==> src/rtl/mavg_capture_ctrl.sv <==
// -----------------------------------------------------------------------------
// mavg_capture_ctrl
//
// Sequencing controller for the ADC moving-average decimator. A software start
// latches a new averaging factor and frame length, holds the filter in reset
// for two cycles so that no partial sum built with the old factor leaks out,
// optionally waits for a trigger rising edge, then packetizes frame_len filter
// outputs into an AXI4-Stream frame terminated by tlast.
//
// Build option:
//   MAVG_CTRL_TRIG_EN  when defined, adds the trig_in port and the ARMED state;
//                      capture then starts on a trig_in rising edge. When
//                      undefined, FLUSH proceeds directly to CAPTURE.
//
// Ports:
//   clk              sole clock
//   rst              asynchronous, active-low reset
//   cfg_start        one-cycle start pulse (ignored outside IDLE or with stop)
//   cfg_stop         one-cycle stop pulse
//   cfg_mavg_factor  requested averaging factor
//   cfg_frame_len    samples per frame (0 makes start a no-op)
//   trig_in          external trigger (MAVG_CTRL_TRIG_EN only)
//   mavg_factor_out  factor driven to the filter, changes only on start
//   filt_rst_n       active-low synchronous reset to the filter
//   filt_valid       filter output strobe
//   filt_data        filter output sample
//   m_axis_*         AXI4-Stream master (tdata, tvalid, tready, tlast)
//   busy             high in any state other than IDLE
//   done             one-cycle pulse after the tlast handshake
//   overrun_cnt      saturating count of samples dropped under backpressure
// -----------------------------------------------------------------------------
module mavg_capture_ctrl #(
    parameter int DATA_WIDTH = 16,
    parameter int LEN_WIDTH  = 16
) (
    input  logic                  clk,
    input  logic                  rst,
    input  logic                  cfg_start,
    input  logic                  cfg_stop,
    input  logic [31:0]           cfg_mavg_factor,
    input  logic [LEN_WIDTH-1:0]  cfg_frame_len,
`ifdef MAVG_CTRL_TRIG_EN
    input  logic                  trig_in,
`endif
    output logic [31:0]           mavg_factor_out,
    output logic                  filt_rst_n,
    input  logic                  filt_valid,
    input  logic [DATA_WIDTH-1:0] filt_data,
    output logic [DATA_WIDTH-1:0] m_axis_tdata,
    output logic                  m_axis_tvalid,
    input  logic                  m_axis_tready,
    output logic                  m_axis_tlast,
    output logic                  busy,
    output logic                  done,
    output logic [15:0]           overrun_cnt
);

    // ARMED keeps its encoding reserved even when the trigger is not built.
`ifdef MAVG_CTRL_TRIG_EN
    typedef enum logic [2:0] {
        ST_IDLE    = 3'd0,
        ST_FLUSH   = 3'd1,
        ST_ARMED   = 3'd2,
        ST_CAPTURE = 3'd3,
        ST_DONE    = 3'd4
    } state_t;
`else
    typedef enum logic [2:0] {
        ST_IDLE    = 3'd0,
        ST_FLUSH   = 3'd1,
        ST_CAPTURE = 3'd3,
        ST_DONE    = 3'd4
    } state_t;
`endif

    localparam logic [LEN_WIDTH-1:0] LEN_ONE  = {{(LEN_WIDTH-1){1'b0}}, 1'b1};
    localparam logic [LEN_WIDTH-1:0] LEN_ZERO = {LEN_WIDTH{1'b0}};

    state_t                  state_r;
    state_t                  state_n_s;
    logic                    flush_cnt_r;
    logic [LEN_WIDTH-1:0]    frame_len_r;
    logic [LEN_WIDTH-1:0]    cnt_r;
    logic                    stop_pend_r;
    logic [31:0]             mavg_factor_r;
    logic [DATA_WIDTH-1:0]   tdata_r;
    logic                    tvalid_r;
    logic                    tlast_r;
    logic                    busy_r;
    logic                    done_r;
    logic                    filt_rst_n_r;
    logic [15:0]             overrun_r;
`ifdef MAVG_CTRL_TRIG_EN
    logic                    trig_d_r;
`endif

    logic                    start_ok_s;
    logic                    in_capture_s;
    logic                    handshake_s;
    logic                    last_pend_s;
    logic                    reg_free_s;
    logic                    stop_now_s;
    logic                    accept_s;
    logic                    drop_s;
    logic                    new_last_s;

    // Capture-path qualifiers: acceptance, drops and the tlast decision.
    always_comb begin
        start_ok_s   = 1'b0;
        in_capture_s = 1'b0;
        handshake_s  = 1'b0;
        last_pend_s  = 1'b0;
        reg_free_s   = 1'b0;
        stop_now_s   = 1'b0;
        accept_s     = 1'b0;
        drop_s       = 1'b0;
        new_last_s   = 1'b0;

        if ((state_r == ST_IDLE) && cfg_start && !cfg_stop && (cfg_frame_len != LEN_ZERO)) begin
            start_ok_s = 1'b1;
        end else begin
            start_ok_s = 1'b0;
        end

        in_capture_s = (state_r == ST_CAPTURE);
        handshake_s  = tvalid_r && m_axis_tready;
        // Once the tlast beat sits in the output register the frame is full:
        // no further samples are taken and a late stop has nothing to do.
        last_pend_s  = tvalid_r && tlast_r;
        reg_free_s   = !tvalid_r || m_axis_tready;

        if (in_capture_s) begin
            stop_now_s = cfg_stop && !last_pend_s;
            accept_s   = filt_valid && reg_free_s && !last_pend_s;
            drop_s     = filt_valid && !reg_free_s;
        end else begin
            stop_now_s = 1'b0;
            accept_s   = 1'b0;
            drop_s     = 1'b0;
        end

        // A stop seen in this same cycle already shortens the frame.
        new_last_s = (cnt_r == (frame_len_r - LEN_ONE)) || stop_pend_r || stop_now_s;
    end

    // Next-state logic of the sequencing FSM.
    always_comb begin
        state_n_s = state_r;
        case (state_r)
            ST_IDLE: begin
                if (start_ok_s) begin
                    state_n_s = ST_FLUSH;
                end else begin
                    state_n_s = ST_IDLE;
                end
            end
            ST_FLUSH: begin
                if (cfg_stop) begin
                    state_n_s = ST_IDLE;
                end else if (flush_cnt_r) begin
`ifdef MAVG_CTRL_TRIG_EN
                    state_n_s = ST_ARMED;
`else
                    state_n_s = ST_CAPTURE;
`endif
                end else begin
                    state_n_s = ST_FLUSH;
                end
            end
`ifdef MAVG_CTRL_TRIG_EN
            ST_ARMED: begin
                if (cfg_stop) begin
                    state_n_s = ST_IDLE;
                end else if (trig_in && !trig_d_r) begin
                    state_n_s = ST_CAPTURE;
                end else begin
                    state_n_s = ST_ARMED;
                end
            end
`endif
            ST_CAPTURE: begin
                if (handshake_s && tlast_r) begin
                    state_n_s = ST_DONE;
                end else begin
                    state_n_s = ST_CAPTURE;
                end
            end
            ST_DONE: begin
                state_n_s = ST_IDLE;
            end
            default: begin
                state_n_s = ST_IDLE;
            end
        endcase
    end

    // FSM state register.
    always_ff @(posedge clk or negedge rst) begin
        if (!rst) begin
            state_r <= ST_IDLE;
        end else begin
            state_r <= state_n_s;
        end
    end

    // Status outputs registered from the next state so they align with it.
    always_ff @(posedge clk or negedge rst) begin
        if (!rst) begin
            busy_r       <= 1'b0;
            done_r       <= 1'b0;
            filt_rst_n_r <= 1'b0;
            flush_cnt_r  <= 1'b0;
        end else begin
            busy_r       <= (state_n_s != ST_IDLE);
            done_r       <= (state_n_s == ST_DONE);
            filt_rst_n_r <= (state_n_s != ST_FLUSH);
            flush_cnt_r  <= (state_r == ST_FLUSH);
        end
    end

`ifdef MAVG_CTRL_TRIG_EN
    // Previous trig_in value for rising-edge detection.
    always_ff @(posedge clk or negedge rst) begin
        if (!rst) begin
            trig_d_r <= 1'b0;
        end else begin
            trig_d_r <= trig_in;
        end
    end
`endif

    // Configuration latch, frame counter, overrun counter and output register.
    always_ff @(posedge clk or negedge rst) begin
        if (!rst) begin
            frame_len_r   <= LEN_ZERO;
            cnt_r         <= LEN_ZERO;
            stop_pend_r   <= 1'b0;
            mavg_factor_r <= 32'd0;
            tdata_r       <= {DATA_WIDTH{1'b0}};
            tvalid_r      <= 1'b0;
            tlast_r       <= 1'b0;
            overrun_r     <= 16'd0;
        end else if (start_ok_s) begin
            frame_len_r   <= cfg_frame_len;
            mavg_factor_r <= cfg_mavg_factor;
            cnt_r         <= LEN_ZERO;
            stop_pend_r   <= 1'b0;
            tlast_r       <= 1'b0;
            overrun_r     <= 16'd0;
        end else if (in_capture_s) begin
            if (stop_now_s) begin
                stop_pend_r <= 1'b1;
            end
            if (accept_s) begin
                tdata_r  <= filt_data;
                tlast_r  <= new_last_s;
                tvalid_r <= 1'b1;
                cnt_r    <= cnt_r + LEN_ONE;
            end else if (handshake_s) begin
                tvalid_r <= 1'b0;
            end
            if (drop_s && (overrun_r != 16'hFFFF)) begin
                overrun_r <= overrun_r + 16'd1;
            end
        end
    end

    assign mavg_factor_out = mavg_factor_r;
    assign filt_rst_n      = filt_rst_n_r;
    assign m_axis_tdata    = tdata_r;
    assign m_axis_tvalid   = tvalid_r;
    assign m_axis_tlast    = tlast_r;
    assign busy            = busy_r;
    assign done            = done_r;
    assign overrun_cnt     = overrun_r;

endmodule

==> config.mk <==
export PLATFORM = sky130hd
export DESIGN_NAME = mavg_capture_ctrl
export DESIGN_NICKNAME = d
export VERILOG_FILES = /design/src/rtl/mavg_capture_ctrl.sv
export SDC_FILE = /design/constraint.sdc
export NUM_CORES = 1
export LEC_CHECK = 0
export CAP_MARGIN = 10
export CORE_MARGIN = 5
export CORE_UTILIZATION = 52
export DETAILED_ROUTE_END_ITERATION = 12
export GPL_TIMING_DRIVEN = 0
export PLACE_DENSITY_LB_ADDON = 0.12
export RECOVER_POWER = 100
export SYNTH_ARGS = -nofsm -noshare
export SYNTH_HDL_FRONTEND = slang
export SYNTH_SLANG_ARGS = --single-unit
==> constraint.sdc <==
create_clock -name clk -period 6.8 [get_ports clk]
set_clock_uncertainty 0.15 [all_clocks]
set_input_delay 1.02 -clock clk [delete_from_list [all_inputs] [get_ports clk]]
set_output_delay 1.02 -clock clk [all_outputs]
set_load 0.05 [all_outputs]
* Word level (Yosys, flattened, before mapping) *
Index checks and enable logic that the tools add are counted.

storage, ports and cells
  flip-flop bits (word level) = 106
  output and inout bits = 69

operators by class
  $add $sub $neg = 3
  equal/unequal tests = 6
  mux-type cells = 23
  bitwise logic cells = 1
  reductions and logical operators = 31

operators by type and width
  operator                 count
  $mux W16                 6
  $add A16 B1 Y16 const B  2
  $eq A16 B16 Y1           1
  $ne A16 B16 Y1 const B   1
  $reduce_bool A16 Y1      1
  $sub A16 B1 Y16 const B  1
  $mux W1                  13
  $logic_and A1 B1 Y1      11
  $reduce_bool A2 Y1       5
  $pmux W3 S3              1
  $reduce_and A2 Y1        3
  $reduce_and A3 Y1        2
  $logic_not A1 Y1         4
  $mux W2                  2
  $eq A3 B1 Y1 const B     1
  $eq A3 B2 Y1 const B     1
  $eq A3 B3 Y1 const B     1
  $logic_not A3 Y1         1
  $logic_or A1 B1 Y1       3
  $mux W3                  1
  $ne A3 B1 Y1 const B     1
  $reduce_bool A3 Y1       1
  $not A1 Y1               1

* Longest topological paths before layout *
Gate-level depths: netlist of run 1.

  depth after elaboration = 9
  depth in mapped cells = 8

* Least setup slack after synthesis of run 1 *
No wires, ideal clock.

  path kind = in2reg
  start point = input port cfg_frame_len[10]
  end point = register frame_len_r[7]
  data arrival time = 2.246 ns
  required time = 6.584 ns
  slack = 4.339 ns
  stages on the path = 7
  path buffers = 2
  path through = nor4_1 -> nand4_1 -> nand3_1 -> clkbuf_1 -> buf_1 -> nand2_1 -> nand2_1

between the ends
  word-level cells in the longest chain between the ends = 3

RTL lines
  element               line  RTL
  from (decl)           41    input logic [LEN_WIDTH-1:0] cfg_frame_len,
  $reduce_bool A16 Y1   119   if ((state_r == ST_IDLE) && cfg_start && !cfg_stop && (cfg_frame_len != LEN_ZERO)) begin
  $logic_and A1 B1 Y1   119
  $mux W1               119
  to (signal assigned)  244   frame_len_r <= cfg_frame_len;
  to (decl)             82    logic [LEN_WIDTH-1:0] frame_len_r;

No other way between the ends.
A chain may end at the register's enable or synchronous reset.

==> flow_summary_export.csv, run 1 <==
group,metric,value,unit
worst_hold_path,hold_class,"reg -> reg",
logic_synthesis,synth_area,0.00499,sq mm
run_status,status,"finished with violations",
floorplan,start_util,53.7,%
global_routing,grtUsageTotal,23.7,%
sta,drv_slew,51,
setup_path,slowest_delay,1990,ps
global_routing,antenna_found_initial,0,
placed_design,dpl_cell_area,0.00656,sq mm
logic_synthesis,yosys_register_bits,106,
routing,wl,13000,microns
global_routing,grt_pass1_vias,4528,
finish,final_cell_area,0.00676,sq mm
logic_synthesis,yosys.area_share.simple,31.0,%
clocking,cts_root_buf,"clkbuf_8",
routing,wl_per_cell,15.4,microns
sta,fin_crit,3340,ps
logic_synthesis,synth_compound_area_share,4.04,%
clocking,clk_latency,370,ps
sta,maxSlewHeadroom,-91.5,%
power_and_ir_drop,total_power,2.09,mW
clocking,cts.sinks,106,
floorplan,ios,139,
sta,setup_violations,0,
finish,n_antenna_cell,0,
sta,fmax,299,MHz
logic_synthesis,synth_area_per_cell,8.89,sq um
setup_path,path_buf_inv,1,
logic_synthesis,synth_edf_count,0,
logic_synthesis,synthAdderAreaFrac,0.752,%
logic_synthesis,async_flop_share,100,%
clocking,post_cts.repair.setup_buffers,0,
setup_path,critPathTopFamily,"buffers and inverters",
setup_path,critPathKind,"in -> async",
logic_synthesis,synth-xor-area-share,7.72,%
routing,ant_nets,0,
clocking,cts_buffer_depth,2,
placed_design,numPortBuffers,138,
logic_synthesis,ys.warnings.count,0,
finish,area_growth,35.4,%
placed_design,place_congestion,0.829,
routing,initialDrtViolationCount,194,
setup_path,path_max_fanout,51,
sta,hold_violations,0,
setup_path,cp.arrival,3050,ps
routing,via_per_inst,5.21,
run_status,violations,"capacitance limit, slew limit",
clocking,cts_tree,"yes",
finish,finalCoreUtilization,72.8,%
routing,drc_errors,0,
sta,fin_crit_sh,49.1,%
logic_synthesis,ys_seq_area_share,53.2,%
global_routing,grt_overflow,0,
logic_synthesis,synth_top_family_by_area,"simple AND/OR/NAND/NOR gates",
floorplan,dieHeight,108,microns
clocking,htree_num_levels,3,
clocking,ctsHoldBuffers,0,
logic_synthesis,syn_nets,634,
setup_path,crit_chain,"clkbuf_1",
logic_synthesis,netlist_instances,561,
sta,holdWs,328,ps
clocking,cts_resized,0,
power_and_ir_drop,power_density,309,mW/mm^2
finish,drive_gt1_share,4.19,%
setup_path,cp_slowest_cell,"clkbuf_1",
sta,fin_tns_setup,0,ps
finish,nNetsFinal,784,
power_and_ir_drop,vdd_drop_max,0.207,mV
setup_path,cp.required,6510,ps
floorplan,core,0.00928,sq mm
power_and_ir_drop,leakage,3.25,nW
logic_synthesis,muxShareOfSynthArea,0.426,%
floorplan,dieArea,0.0117,sq mm
placed_design,dpl.hpwl,9870,microns
floorplan,die_w,108,microns
logic_synthesis,ys.flop_type,"dfrtp_1",
run,cap_violations,1,
sta,rsz0062_at_grt,"false",
routing,dr.pass1.iters,4,
clocking,numCtsBuffers,9,
setup_path,end_kind,"async pin",
global_routing,grt_max_degree,57,
clocking,clkSlewWorstSetupHoldPaths,110,ps
setup_path,crit_path_start_kind,"primary input",
global_routing,grt_pass1_wl,22100,microns
routing,vias,4399,
logic_synthesis,ys_types,49,
floorplan,placementRows,35,
sta,worst_pin_slew,2870,ps
-- power breakdown --
part / leakage, nW / internal (mW) / total, mW / switching (mW)
registers: 1.39 / 0.752 / 0.837 / 0.0854
logic: 1.76 / 0.276 / 0.854 / 0.577
clock network: 0.101 / 0.155 / 0.394 / 0.240
-- area by class of cell --
type,instances,area [sq um]
plain buffers,27,120
fillers,739,2530
multi-input cells,421,2190
clock buffers,10,138
clock inverters,6,66.3
flip-flops and latches,106,2650
inverters,7,26.3
repair buffers,139,1400
well taps,129,161
-- path summary, 6_finish.rpt --
check | slack [ps] | cells after the start | end | startpoint
max | 3460 | 1 | cnt_r[3]$_DFFE_PN0P_ | rst
min | 330 | 2 | m_axis_tdata[3]$_DFFE_PN0P_ | m_axis_tdata[3]$_DFFE_PN0P_
max reg2reg | 4260 | 8 | m_axis_tlast$_DFFE_PN0P_ | frame_len_r[5]$_DFFE_PN0P_
min reg2reg | 330 | 2 | m_axis_tdata[3]$_DFFE_PN0P_ | m_axis_tdata[3]$_DFFE_PN0P_
max in group clk | 3600 | 8 | frame_len_r[7]$_DFFE_PN0P_ | cfg_frame_len[1]
min in group asynchronous | 1410 | 1 | overrun_cnt[10]$_DFFE_PN0P_ | rst
-- routing by layer --
metal,share of wire [%],routed length (microns),vias up,GRT usage (%)
met5,0,0,-,0
met3,9.4,1220,19,9.37
met1,40,5160,2135,28.8
li1,-,-,2127,-
met4,1.2,159,0,5.77
met2,50,6460,118,39.7
-- metrics by stage --
step	cells	worst slack, ps
floorplan	561	4340
global route	845	2820
global placement	828	560
CTS	845	3700
finish	845	3460
detailed placement	829	3340
-- sequential cells by signal, summed over array words and instances, names as in the netlist, 3 cells and up --
register         cells
mavg_factor_out     32
frame_len_r         16
state_r              3
overrun_cnt         16
m_axis_tdata        16
cnt_r               16
-- synth_stat cells, types with 2 or more instances --
master	count	area share [%]
or3_1	5	0.63
nand2b_1	3	0.38
buf_1	2	0.15
nor3_1	8	0.80
or3b_2	2	0.35
or2_1	2	0.25
nor4_2	3	0.75
buf_2	3	0.30
nand4b_1	2	0.35
and4_1	3	0.53
inv_1	7	0.53
xnor2_1	26	4.6
nand2_1	209	16
o21ai_1	4	0.40
a21oi_1	6	0.60
buf_6	2	0.45
and3_1	7	0.88
nand3_1	15	1.5
nor2b_1	3	0.38
dfrtp_1	106	53
o21a_1	2	0.30
nor2_1	42	3.2
nor4_1	9	1.1
and2_1	4	0.50
xor2_1	18	3.2
o21ai_0	7	0.70
a31oi_1	4	0.50
nand4_1	11	1.4
clkbuf_1	20	1.5
nand3b_1	5	0.75
ha_1	3	0.75
-- cells by family after synthesis --
group	count (synthesis)
multiplexers	2
adder cells (fa/ha/maj)	3
XOR/XNOR	44
flip-flops	106
AO/OA/AOI/OAI	32
buffers and inverters	34
AND/OR/NAND/NOR	340
-- tightest hold or removal path, cell delays in order, from the launching register on --
cell and delay, ps:
dfrtp_1 360, nand2_1 50, nand2_1 50
-- layout by cell type (no fill, tap or decap), types with 4 or more instances in the layout --
| cell | synthesis | final |
|---|---|---|
| nand2_1 | 209 | 209 |
| dfrtp_1 | 106 | 106 |
| dlygate4sd3_1 | 0 | 72 |
| clkdlybuf4s50_1 | 0 | 65 |
| nor2_1 | 42 | 42 |
| xnor2_1 | 26 | 26 |
| clkbuf_1 | 20 | 22 |
| xor2_1 | 18 | 18 |
| nand3_1 | 15 | 15 |
| nand4_1 | 11 | 11 |
| clkbuf_8 | 0 | 10 |
| nor4_1 | 9 | 9 |
| o21ai_0 | 7 | 9 |
| nor3_1 | 8 | 8 |
| inv_1 | 7 | 7 |
| and3_1 | 7 | 7 |
| a21oi_1 | 6 | 6 |
| nand3b_1 | 5 | 5 |
| or3_1 | 5 | 5 |
| and2_1 | 4 | 4 |
| a31oi_1 | 4 | 4 |
No activity file was read; power rests on OpenSTA's default activity.
==> inputs of run 2 (changes only) <==
--- a/config.mk
+++ b/config.mk
@@ -7,7 +7,7 @@
 export LEC_CHECK = 0
 export CAP_MARGIN = 10
 export CORE_MARGIN = 5
-export CORE_UTILIZATION = 52
+export CORE_UTILIZATION = 48
 export DETAILED_ROUTE_END_ITERATION = 12
 export GPL_TIMING_DRIVEN = 0
 export PLACE_DENSITY_LB_ADDON = 0.12
==> constraint.sdc (replaced) <==
create_clock -name clk -period 3.4 [get_ports clk]
set_clock_uncertainty 0.15 [all_clocks]
set_input_delay 0.51 -clock clk [delete_from_list [all_inputs] [get_ports clk]]
set_output_delay 0.51 -clock clk [all_outputs]
set_load 0.05 [all_outputs]
==> run 2 against run 1 <==
Effect of this change:
- the flow finishes with violations (hold timing, capacitance limit, slew limit)
- sequential power rose by 100%
- largest cell class unchanged
- clock-buffer cell count rose by 2
- largest power group is now registers
- critical path type is now reg -> reg
- non-clock buffer count did not move
- die area rose by 7.5%
==> flow_summary_export.csv, run 2 (synthesis gave the netlist of run 1 again) <==
group,metric,value,unit
run_status,status,"finished with violations",
run_status,violations,"hold timing, capacitance limit, slew limit",
setup_path,cp.required,3540,ps
floorplan,start_util,48.8,%
setup_path,critPathKind,"reg -> reg",
routing,via_per_inst,5.07,
sta,holdWs,-24.3,ps
global_routing,grt_max_degree,62,
global_routing,grt_pass1_vias,4421,
global_routing,grtUsageTotal,20.9,%
routing,drc_errors,0,
finish,drive_gt1_share,4.05,%
sta,worst_pin_slew,1540,ps
setup_path,cp_slowest_cell,"or4_4",
setup_path,path_buf_inv,2,
global_routing,grt_pass1_wl,21400,microns
finish,ff_latch_area,0.00265,sq mm
power_and_ir_drop,power_density,618,mW/mm^2
routing,initialDrtViolationCount,172,
routing,vias,4323,
setup_path,path_max_fanout,8,
power_and_ir_drop,leakage,3.25,nW
clocking,clkSlewWorstSetupHoldPaths,100,ps
setup_path,cp.depth,8,
finish,area_growth,34.9,%
floorplan,dieArea,0.0125,sq mm
finish,nNetsFinal,784,
finish,n_antenna_cell,0,
finish,final_cell_count_no_fill,852,
placed_design,place_congestion,0.846,
finish,final_common_cell,"nand2_1",
sta,hold_violations,32,
setup_path,ff2ff_path_depth,8,
floorplan,dieHeight,112,microns
clocking,cts_resized,0,
clocking,ctsHoldBuffers,0,
sta,setup_violations,0,
clocking,post_cts.repair.setup_buffers,0,
clocking,cts_root_buf,"clkbuf_8",
sta,fin_crit,2840,ps
floorplan,placementRows,37,
sta,maxSlewHeadroom,-2.85,%
floorplan,die_w,112,microns
clocking,cts_buffer_depth,2,
setup_path,critPathTopFamily,"simple AND/OR/NAND/NOR gates",
global_routing,antenna_found_initial,0,
setup_path,end_kind,"flip-flop",
run,cap_violations,1,
worst_hold_path,hold_class,"in -> async",
finish,largest_register_ffs,32,
placed_design,numPortBuffers,138,
placed_design,dpl.hpwl,9420,microns
placed_design,place_inst,836,
setup_path,cp.arrival,2980,ps
finish,final_cell_mix,"209 x nand2_1, 106 x dfrtp_1, 72 x dlygate4sd3_1, 65 x clkdlybuf4s50_1, 42 x nor2_1",
finish,multi_input_area,0.00218,sq mm
sta,fin_crit_sh,83.6,%
finish,fill_cells,853,
setup_path,slowest_delay,530,ps
routing,dr.pass1.iters,4,
clocking,clk_latency,370,ps
routing,ant_nets,0,
floorplan,ios,139,
routing,wl_per_cell,14.7,microns
clocking,numCtsBuffers,9,
power_and_ir_drop,total_power,4.16,mW
setup_path,crit_path_start_kind,"flip-flop",
clocking,cts_tree,"yes",
global_routing,grt_overflow,0,
sta,fmax,352,MHz
routing,wl,12500,microns
sta,drv_slew,62,
sta,rsz0062_at_grt,"false",
setup_path,cp_common_cell,"buf_6",
floorplan,core,0.0102,sq mm
clocking,cts.sinks,106,
clocking,htree_num_levels,3,
setup_path,crit_chain,"buf_6 -> or4_4 -> buf_6 -> nor4_1 -> mux2_1 -> a31oi_1 -> o2111ai_1 -> o21ai_1",
power_and_ir_drop,vdd_drop_max,0.415,mV
run 2: layout make-up:
type                    count  area share [%]
plain buffers              27            1.78
inverters                   7           0.390
multi-input cells         421            32.3
flip-flops and latches    106            39.4
clock buffers              12            2.30
well taps                 136            2.53
repair buffers            139            20.6
clock inverters             4           0.725
run 2: per-layer routing:
metal	up-vias	global-route usage, %	routed length, microns
met2	121	34.5	6200
met4	0	6.25	199
li1	2131	-	-
met3	15	6.79	928
met5	-	0	0
met1	2056	26.4	5180
run 2: final timing paths:
kind	end	slack, ps	startpoint
max reg2reg	m_axis_tlast$_DFFE_PN0P_	560	frame_len_r[3]$_DFFE_PN0P_
min in group clk	mavg_factor_out[7]$_DFFE_PN0P_	330	mavg_factor_out[7]$_DFFE_PN0P_
max	m_axis_tlast$_DFFE_PN0P_	560	frame_len_r[3]$_DFFE_PN0P_
min reg2reg	mavg_factor_out[7]$_DFFE_PN0P_	330	mavg_factor_out[7]$_DFFE_PN0P_
min	frame_len_r[10]$_DFFE_PN0P_	-20	rst
max in group asynchronous	cnt_r[2]$_DFFE_PN0P_	1210	rst
run 2: per-stage QoR:
stage          instance area, sq um  worst slack (ps)  setup TNS, ps  hold WS (ps)  util, %
2_1_floorplan                  4990              1160              0          64.4        -
3_3_place_gp                   6540             -2390        -252850           307     63.9
3_5_place_dp                   6570               398              0           312     64.2
4_1_cts                        6770               781              0          8.55     66.2
5_1_grt                        6730               342              0          11.4     65.8
6_report                       6730               559              0         -24.3     65.8
run 2: where the power goes:
part	switching (mW)	total, mW	internal [mW]
Sequential	0.174	1.68	1.50
Clock	0.425	0.807	0.382
Combinational	1.13	1.68	0.548
